$ cat src/rtl/cdb_arbiter_pkg.sv
// Shared widths, source encodings and FIFO entry type for the CDB arbiter.
// Imported by cdb_src_buf and cdb_arbiter.
package cdb_arbiter_pkg;

   localparam int DAT_W         = 32;
   localparam int ROB_BIT       = 4;
   localparam int REG_BIT       = 5;
   localparam int CDB_BUF_DEPTH = 2;

   localparam logic CDB_SRC_ALU = 1'b0;
   localparam logic CDB_SRC_LSB = 1'b1;

   typedef struct packed {
      logic [ROB_BIT-1:0] rob_id;
      logic [REG_BIT-1:0] rd;
      logic [DAT_W-1:0]   data;
   } cdb_entry_t;

   localparam int ENTRY_W = $bits(cdb_entry_t);

   function automatic logic other_src(input logic src);
      return ~src;
   endfunction

endpackage

$ cat src/rtl/cdb_src_buf.sv
// Per-source result FIFO holding {rob_id, rd, data}; DEPTH must be a power of two.
// Pointers wrap naturally at PTR_W bits; flush empties the buffer at the next edge.
module cdb_src_buf
   import cdb_arbiter_pkg::*;
#(
   parameter int DEPTH = CDB_BUF_DEPTH
) (
   input  logic                         clk,
   input  logic                         rst,
   input  logic                         flush,
   input  logic                         push,
   input  cdb_entry_t                   push_entry,
   input  logic                         pop,
   output logic                         full,
   output logic                         empty,
   output cdb_entry_t                   head,
   output logic [$clog2(DEPTH+1)-1:0]   count
);

   localparam int PTR_W = $clog2(DEPTH);
   localparam int CNT_W = $clog2(DEPTH+1);

   cdb_entry_t       mem_r [DEPTH];
   logic [PTR_W-1:0] wr_ptr_r;
   logic [PTR_W-1:0] rd_ptr_r;
   logic [CNT_W-1:0] count_r;
   logic             push_s;
   logic             pop_s;

   assign full   = (count_r == CNT_W'(DEPTH));
   assign empty  = (count_r == {CNT_W{1'b0}});
   assign push_s = push & ~full & ~flush;
   assign pop_s  = pop & ~empty & ~flush;
   assign head   = mem_r[rd_ptr_r];
   assign count  = count_r;

   // Entry storage; only slots between rd_ptr and wr_ptr are live
   always_ff @(posedge clk or negedge rst) begin
      if (!rst) begin
         for (int i = 0; i < DEPTH; i++) begin
            mem_r[i] <= cdb_entry_t'({ENTRY_W{1'b0}});
         end
      end else if (push_s) begin
         mem_r[wr_ptr_r] <= push_entry;
      end
   end

   // Read/write pointers and occupancy count
   always_ff @(posedge clk or negedge rst) begin
      if (!rst) begin
         wr_ptr_r <= {PTR_W{1'b0}};
         rd_ptr_r <= {PTR_W{1'b0}};
         count_r  <= {CNT_W{1'b0}};
      end else if (flush) begin
         wr_ptr_r <= {PTR_W{1'b0}};
         rd_ptr_r <= {PTR_W{1'b0}};
         count_r  <= {CNT_W{1'b0}};
      end else begin
         if (push_s) begin
            wr_ptr_r <= wr_ptr_r + PTR_W'(1'b1);
         end
         if (pop_s) begin
            rd_ptr_r <= rd_ptr_r + PTR_W'(1'b1);
         end
         case ({push_s, pop_s})
            2'b10:   count_r <= count_r + CNT_W'(1'b1);
            2'b01:   count_r <= count_r - CNT_W'(1'b1);
            default: count_r <= count_r;
         endcase
      end
   end

endmodule

$ cat src/rtl/cdb_arbiter.sv
// Round-robin arbiter sharing the registered CDB broadcast between the ALU and LSB FIFOs.
// Optional macro CDB_FLUSH_EN adds a flush port that empties both FIFOs and resets rr.
module cdb_arbiter
   import cdb_arbiter_pkg::*;
#(
   parameter int BUF_DEPTH = CDB_BUF_DEPTH
) (
   input  logic               clk,
   input  logic               rst,
   input  logic               en,
   input  logic               alu_valid,
   input  logic [ROB_BIT-1:0] alu_rob_id,
   input  logic [REG_BIT-1:0] alu_rd,
   input  logic [DAT_W-1:0]   alu_data,
   output logic               alu_ready,
   input  logic               lsb_valid,
   input  logic [ROB_BIT-1:0] lsb_rob_id,
   input  logic [REG_BIT-1:0] lsb_rd,
   input  logic [DAT_W-1:0]   lsb_data,
   output logic               lsb_ready,
`ifdef CDB_FLUSH_EN
   input  logic               flush,
`endif
   output logic               cdb_en,
   output logic [ROB_BIT-1:0] cdb_rob_id,
   output logic [REG_BIT-1:0] cdb_rd,
   output logic [DAT_W-1:0]   cdb_data,
   output logic               cdb_src
);

   localparam int CNT_W = $clog2(BUF_DEPTH+1);

   logic             flush_s;
   logic             alu_push_s;
   logic             lsb_push_s;
   logic             alu_full_s;
   logic             lsb_full_s;
   logic             alu_empty_s;
   logic             lsb_empty_s;
   logic [CNT_W-1:0] alu_count_s;
   logic [CNT_W-1:0] lsb_count_s;
   cdb_entry_t       alu_head_s;
   cdb_entry_t       lsb_head_s;
   logic             grant_alu_s;
   logic             grant_lsb_s;
   logic             grant_src_s;

   logic             rr_r;
   logic             cdb_en_r;
   cdb_entry_t       cdb_entry_r;
   logic             cdb_src_r;

`ifdef CDB_FLUSH_EN
   assign flush_s = flush;
`else
   assign flush_s = 1'b0;
`endif

   // A full FIFO never accepts, even if it pops in the same cycle
   assign alu_ready = en & rst & ~flush_s & ~alu_full_s & (alu_count_s < CNT_W'(BUF_DEPTH));
   assign lsb_ready = en & rst & ~flush_s & ~lsb_full_s & (lsb_count_s < CNT_W'(BUF_DEPTH));

   // Tag 0 means "no ROB entry": the handshake completes but nothing is stored
   assign alu_push_s = alu_valid & alu_ready & (alu_rob_id != {ROB_BIT{1'b0}});
   assign lsb_push_s = lsb_valid & lsb_ready & (lsb_rob_id != {ROB_BIT{1'b0}});

   cdb_src_buf #(.DEPTH(BUF_DEPTH)) u_alu_buf (
      .clk        (clk),
      .rst        (rst),
      .flush      (flush_s),
      .push       (alu_push_s),
      .push_entry ({alu_rob_id, alu_rd, alu_data}),
      .pop        (grant_alu_s),
      .full       (alu_full_s),
      .empty      (alu_empty_s),
      .head       (alu_head_s),
      .count      (alu_count_s)
   );

   cdb_src_buf #(.DEPTH(BUF_DEPTH)) u_lsb_buf (
      .clk        (clk),
      .rst        (rst),
      .flush      (flush_s),
      .push       (lsb_push_s),
      .push_entry ({lsb_rob_id, lsb_rd, lsb_data}),
      .pop        (grant_lsb_s),
      .full       (lsb_full_s),
      .empty      (lsb_empty_s),
      .head       (lsb_head_s),
      .count      (lsb_count_s)
   );

   // Round-robin grant from stored heads; rr only matters when both are pending
   always_comb begin
      grant_alu_s = 1'b0;
      grant_lsb_s = 1'b0;
      if (en && !flush_s) begin
         if (!alu_empty_s && !lsb_empty_s) begin
            grant_alu_s = (rr_r == CDB_SRC_ALU);
            grant_lsb_s = (rr_r == CDB_SRC_LSB);
         end else begin
            grant_alu_s = ~alu_empty_s;
            grant_lsb_s = ~lsb_empty_s;
         end
      end else begin
         grant_alu_s = 1'b0;
         grant_lsb_s = 1'b0;
      end
   end

   assign grant_src_s = grant_lsb_s ? CDB_SRC_LSB : CDB_SRC_ALU;

   // Broadcast register and rr pointer; payload holds when nothing is granted
   always_ff @(posedge clk or negedge rst) begin
      if (!rst) begin
         rr_r        <= CDB_SRC_ALU;
         cdb_en_r    <= 1'b0;
         cdb_entry_r <= cdb_entry_t'({ENTRY_W{1'b0}});
         cdb_src_r   <= 1'b0;
      end else if (flush_s) begin
         rr_r     <= CDB_SRC_ALU;
         cdb_en_r <= 1'b0;
      end else if (grant_alu_s || grant_lsb_s) begin
         cdb_en_r    <= 1'b1;
         cdb_entry_r <= grant_alu_s ? alu_head_s : lsb_head_s;
         cdb_src_r   <= grant_src_s;
         rr_r        <= other_src(grant_src_s);
      end else begin
         cdb_en_r <= 1'b0;
      end
   end

   assign cdb_en     = cdb_en_r;
   assign cdb_rob_id = cdb_entry_r.rob_id;
   assign cdb_rd     = cdb_entry_r.rd;
   assign cdb_data   = cdb_entry_r.data;
   assign cdb_src    = cdb_src_r;

endmodule
$ cat config.mk
export PLATFORM = sky130hd
export DESIGN_NAME = cdb_arbiter
export DESIGN_NICKNAME = d
export VERILOG_FILES = /design/src/rtl/cdb_arbiter_pkg.sv /design/src/rtl/cdb_src_buf.sv /design/src/rtl/cdb_arbiter.sv
export SDC_FILE = /design/constraint.sdc
export NUM_CORES = 1
export LEC_CHECK = 0
export CAP_MARGIN = 20
export CORE_MARGIN = 2
export CORE_UTILIZATION = 55
export DETAILED_ROUTE_END_ITERATION = 8
export PLACE_DENSITY_LB_ADDON = 0.12
export SLEW_MARGIN = 30
export SYNTH_ARGS = -nofsm -noshare
export SYNTH_HDL_FRONTEND = slang
export SYNTH_HIERARCHICAL = 1
export SYNTH_SLANG_ARGS = --single-unit
$ cat constraint.sdc
create_clock -name clk -period 4.44 [get_ports clk]
set_input_delay 0.888 -clock clk [delete_from_list [all_inputs] [get_ports clk]]
set_output_delay 0.888 -clock clk [all_outputs]
set_load 0.02 [all_outputs]
# [After elaboration in Yosys (flattened, before gate mapping)]
# Cells that the tools add are included.
[word_totals] output_inout_bits=45 register_bits=216 inputBits=87 word_cells=102
[op_classes] n_eq_ne=6 mux=21 n_reduce_logical=12 n_bitwise=23 n_addsub=8 n_lt_le_gt_ge=8
[ops] cell="$mux 41" n=9
[ops] cell="$bwmux 82" n=2
[ops] cell="$demux 41 s1" n=2
[ops] cell="$and 1x1->1" n=13
[ops] cell="$eq 2x2->1 const B" n=4
[ops] cell="$ge 2x2->1 const B" n=4
[ops] cell="$not 1->2" n=4
[ops] cell="$pmux 2 s2" n=2
[ops] cell="$reduce_bool 4->1" n=2
[ops] cell="$mux 1" n=6
[ops] cell="$not 1->1" n=6
[ops] cell="$add 1x1->1 const B" n=4
[ops] cell="$add 2x1->2 const B" n=2
[ops] cell="$eq 2x1->1 const B" n=2
[ops] cell="$logic_not 2->1" n=2
[ops] cell="$lt 2x1->1 const B" n=2
[ops] cell="$lt 2x2->1 const B" n=2
[ops] cell="$reduce_bool 2->1" n=2
[ops] cell="$sub 2x1->2 const B" n=2
[ops] cell="$logic_and 1x1->1" n=3
[ops] cell="$logic_not 1->1" n=2
[ops] cell="$logic_or 1x1->1" n=1

# [Logic depth before layout (Yosys ltp)]
[depth] depth_word=9 depth_mapped=8 mapped_depth_nobuf=7

# [Hierarchy]
# Netlist, hierarchy kept.
[by_module_without_submodules] mod="cdb_src_buf" seq_area_each_um2=2152.1 area_each_um2=3763.6 n_inst=2 cells_per_inst=243
[by_module_without_submodules] mod="cdb_arbiter" seq_area_each_um2=1101.1 area_each_um2=2174.6 n_inst=1 cells_per_inst=256

# [Least setup slack after synthesis]
# No wires, ideal clock.
[synth_timing] kind="input port to flip-flop" start="input rst" end="register u_alu_buf/mem_r[42] (netlist name)" setup_ns=0.125 path_stages=7 path_buffers=1 path_slack_ns=1.470 arrival_time_ns=2.845 t_required_ns=4.315 cell_sequence="nand2_1 > nor3_1 > and3_1 > inv_1 > nor4_4 > buf_6 > mux2_2"
[synth_between] elab_chain_cells=6
[synth_lines] element="start, declared" line="cdb_arbiter.sv:9" text="input logic rst,"
[synth_lines] element="$and 1x1->1 (3 in a row)" line="cdb_arbiter.sv:60" text="assign alu_ready = en & rst & ~flush_s & ~alu_full_s & (alu_count_s < CNT_W'(BUF_DEPTH));"
[synth_lines] element="via alu_ready" line="cdb_arbiter.sv:15" text="output logic alu_ready,"
[synth_lines] element="$and 1x1->1 (2 in a row)" line="cdb_arbiter.sv:64" text="assign alu_push_s = alu_valid & alu_ready & (alu_rob_id != {ROB_BIT{1'b0}});"
[synth_lines] element="via alu_push_s" line="cdb_arbiter.sv:34" text="logic alu_push_s;"
[synth_lines] element="$and 1x1->1" line="cdb_src_buf.sv:32" text="assign push_s = push & ~full & ~flush;"
[synth_lines] element="end signal, assigned by index" line="cdb_src_buf.sv:41" text="mem_r[i] <= cdb_entry_t'({ENTRY_W{1'b0}});"
[synth_lines] element="end signal, assigned by index" line="cdb_src_buf.sv:44" text="mem_r[wr_ptr_r] <= push_entry;"
[synth_lines] element="end, declared" line="cdb_src_buf.sv:23" text="cdb_entry_t mem_r [DEPTH];"
# The timed path passes the listed nets, and every way through them passes these cells.
# A chain may end at the register's enable or synchronous reset.

# [Worst setup path in the final report]
[layout_timing] start="input en" end="output lsb_ready"
[layout_between] elab_chain_cells=3
[layout_lines] element="start, declared" line="cdb_arbiter.sv:10" text="input logic en,"
[layout_lines] element="$and 1x1->1 (3 in a row)" line="cdb_arbiter.sv:61" text="assign lsb_ready = en & rst & ~flush_s & ~lsb_full_s & (lsb_count_s < CNT_W'(BUF_DEPTH));"
[layout_lines] element="end, declared" line="cdb_arbiter.sv:20" text="output logic lsb_ready,"
# Every way passes these cells.

==> impl_metrics.csv <==
group,metric,value,unit
synthesis,synth-compound-area-share,5.92,%
drt,antenna_left,0,
die,core_area,17300,µm²
critical_path,worstPathArrival,2.59,ns
die,die_area,18700,µm²
global_route,first_global_vias,6894,
place,gp_congestion,0.783,
timing,fin_worst_skew,0.0110,ns
synthesis,syn_avg_cell_area,13.1,µm²
critical_path,timing.rr.start,"u_lsb_buf/count[0]",
critical_path,cp_cell_sequence,"clkdlybuf4s50_1 -> nand2_1 -> nor3_1 -> clkdlybuf4s50_1",
die,start_util,56.1,%
power,p_leak,0.00517,µW
timing,min_period_over_period,78.4,%
critical_path,r2r_slack,1.67,ns
layout,synthToLayoutAreaGrowth,23.3,%
timing,setup_ws,0.958,ns
global_route,grt.total_usage,24.4,%
layout,fillers,1237,
timing,rsz0062_at_grt,"no",
drt,drc_errors,0,
synthesis,synth_top_family_by_area,"multiplexers",
timing,finalHoldViolations,0,
layout,design.final.nets,957,
critical_path,critical_path_buf_inv_count,2,
synthesis,yosys_most_used_dff,"dfrtp_1",
synthesis,synthXorXnorAreaFrac,0.181,%
drt,initialDrtViolationCount,274,
critical_path,crit_top_cell,"clkdlybuf4s50_1",
drt,wl_per_cell,20.0,µm
critical_path,crit_path_max_fanout,5,
global_route,grt_first_pass_wirelength,35600,µm
critical_path,r2r_end,"u_lsb_buf/mem_r[62]",
drt,vias,6393,
critical_path,cp_top_family,"buffers and inverters",
drt,first_pass_iters,4,
synthesis,synth_mux_area_share,28.8,%
global_route,antenna_found_initial,2,
synthesis,ys_seq_area_share,55.7,%
place,port_buffers,131,
clock_tree,postCtsSetupRepairBufs,0,
critical_path,cp-startpoint,"en",
timing,fin_crit,3.48,ns
critical_path,r2r_cells,8,
clock_tree,cts_buffer_depth,3,
critical_path,critPathKind,"input pin to primary output",
clock_tree,cts_resized,0,
place,dp_slack,0.870,ns
critical_path,cp_num_cells,4,
synthesis,ys_ff_latch,216,
hold_path,hp-class,"input pin to async pin",
power,power.density,524,nW/µm²
die,rows,48,
drt,viasPerCell,5.75,
place,dp_hpwl,14300,µm
timing,setup_viol,0,
clock_tree,path_clk_slew,0.06,ns
clock_tree,cts-root-buf,"clkbuf_16",
timing,finalMaxSlewViolations,0,
synthesis,synthSimpleGateAreaFrac,6.09,%
critical_path,crit_end,"lsb_ready",
run,drv_cap,0,
synthesis,syn-cell-area,9700,µm²
layout,drive_gt1_share,34.2,%
timing,setup_tns,0,ns
critical_path,cpMaxStageDelayCell,"clkdlybuf4s50_1",
clock_tree,h-tree-depth,1,
synthesis,synth_adder_area_share,0,%
synthesis,async_reset_ff_share,100,%
global_route,grt_max_degree,85,
synthesis,synth-edff-count,0,
die,die_y,137,µm
critical_path,cp-start-kind,"input pin",
timing,relSlewSlack,43.4,%
drt,drt_wl_total,22200,µm
synthesis,synth_cell_types,36,
clock_tree,clock_sinks,216,
timing,worstMarginPinSlew,0.849,ns
critical_path,worstPathRequired,3.55,ns
die,io_pins,132,
status,status,"finished, final reports clean",
clock_tree,cts_buffers,22,
global_route,grt_overflow,0,
clock_tree,hold_buffers,0,
power,irDropWorstVdd,336,µV
timing,max_clock_freq,0.287,GHz
synthesis,synth_cells,742,
die,die_w,137,µm
clock_tree,cts_tree,"yes",
synthesis,ys_warn_count,6,
critical_path,cpPeakStageDelay,0.67,ns
critical_path,end_kind,"primary output",
clock_tree,insertion_delay,0.50,ns
## flip-flops by register name, summed over array words and instances, names as in the netlist
register,count
u_alu_buf/mem_r,82
cdb_en,1
cdb_rd,5
u_lsb_buf/mem_r,82
cdb_rob_id,4
cdb_data,32
u_lsb_buf/count,2
u_alu_buf/count,2
u_alu_buf/wr_ptr_r,1
cdb_src,1
rr_r,1
u_alu_buf/rd_ptr_r,1
u_lsb_buf/wr_ptr_r,1
u_lsb_buf/rd_ptr_r,1
## worst min-delay path by stage
stage | slack [ns] | endpoint | cells past startpoint
3_5_place_dp | 0.47 | u_alu_buf/mem_r[46] | 1
6_report | 0.29 | u_alu_buf/mem_r[43] | 1
4_1_cts | 0.29 | u_alu_buf/mem_r[43] | 1
2_1_floorplan | 0.45 | u_alu_buf/mem_r[46] | 1
3_3_place_gp | 0.46 | u_lsb_buf/mem_r[81] | 1
5_1_grt | 0.30 | u_alu_buf/mem_r[43] | 1
## area by class of cell
type | count | area [µm²] | area share, %
sequential | 216 | 5410 | 45.2
multi-input combinational | 479 | 4040 | 33.8
timing repair buffer | 146 | 1430 | 12.0
clock buffer | 30 | 632 | 5.28
tap | 225 | 282 | 2.35
clock inverter | 9 | 145 | 1.21
inverter | 5 | 18.8 | 0.157
antenna | 1 | 2.50 | 0.0209
## layout by cell type (no fill, tap or decap), types with 3 or more instances in the layout
cell | Yosys | layout
clkdlybuf4s50_1 | 0 | 130
clkbuf_8 | 0 | 4
inv_1 | 5 | 5
dfrtp_1 | 216 | 214
clkbuf_1 | 13 | 4
a21oi_1 | 8 | 8
o21ai_1 | 11 | 11
mux2_2 | 242 | 242
a31oi_1 | 41 | 41
buf_4 | 2 | 14
conb_1 | 1 | 12
clkinv_2 | 0 | 5
mux2_1 | 4 | 4
bufinv_16 | 0 | 4
nand3_1 | 41 | 41
nor2_1 | 48 | 48
nand2b_1 | 5 | 3
o21ai_0 | 35 | 35
clkbuf_16 | 0 | 23
## metal layers
layer | GRT usage (%) | routed length [µm] | vias up
li1 | - | - | 2922
met1 | 31.7 | 9490 | 3291
met2 | 42.4 | 11100 | 144
met3 | 4.41 | 1120 | 36
met4 | 6.07 | 450 | 0
met5 | 0 | 0 | -
## power by group
group          switching [µW]  internal [µW]
Clock                     747           1230
Combinational             699            875
Sequential                270           2450
Total                    1720           4550
## worst reg2reg max path: cells and delay by family (launching register included)
kind | cells | cell delay (ns)
buffers and inverters | 3 | 0.63
flip-flops | 1 | 0.44
multiplexers | 1 | 0.40
AND/OR/NAND/NOR | 4 | 1.19
## Yosys cell counts, types with 3 or more instances
cell type	count	area [µm²]
nand2b_1	5	31.3
a31oi_1	41	257
o21ai_1	11	55.1
inv_1	5	18.8
buf_2	25	125
clkbuf_1	13	48.8
o21ai_0	35	175
a21oi_1	8	40.0
clkbuf_2	3	15.0
nor2_1	48	180
dfrtp_1	216	5410
nand3_1	41	205
mux2_1	4	45.0
buf_6	8	90.1
mux2_2	242	2730
## per-stage QoR
| step | hold slack (ns) | utilization [%] | total power [µW] | cell area, µm² | instances |
|---|---|---|---|---|---|
| after floorplan | 0.454 | - | 3620 | 9740 | 753 |
| after global placement | 0.463 | 64.6 | 4250 | 11200 | 1071 |
| after detailed placement | 0.475 | 64.6 | 4330 | 11200 | 1071 |
| after CTS | 0.286 | 69.1 | 6330 | 12000 | 1110 |
| after global routing | 0.298 | 69.2 | 6580 | 12000 | 1111 |
| final | 0.293 | 69.2 | 6270 | 12000 | 1111 |
## logic make-up (layout without fill, tap and decap cells)
kind of cell           count (synthesis)  in the layout
multiplexers                         248            248
flip-flops                           216            216
AND/OR/NAND/NOR                      116            116
AO/OA/AOI/OAI                        101            101
buffers and inverters                 58            190
XOR/XNOR                               2              2
other                                  1             13
(Power assumes the default switching activity.)
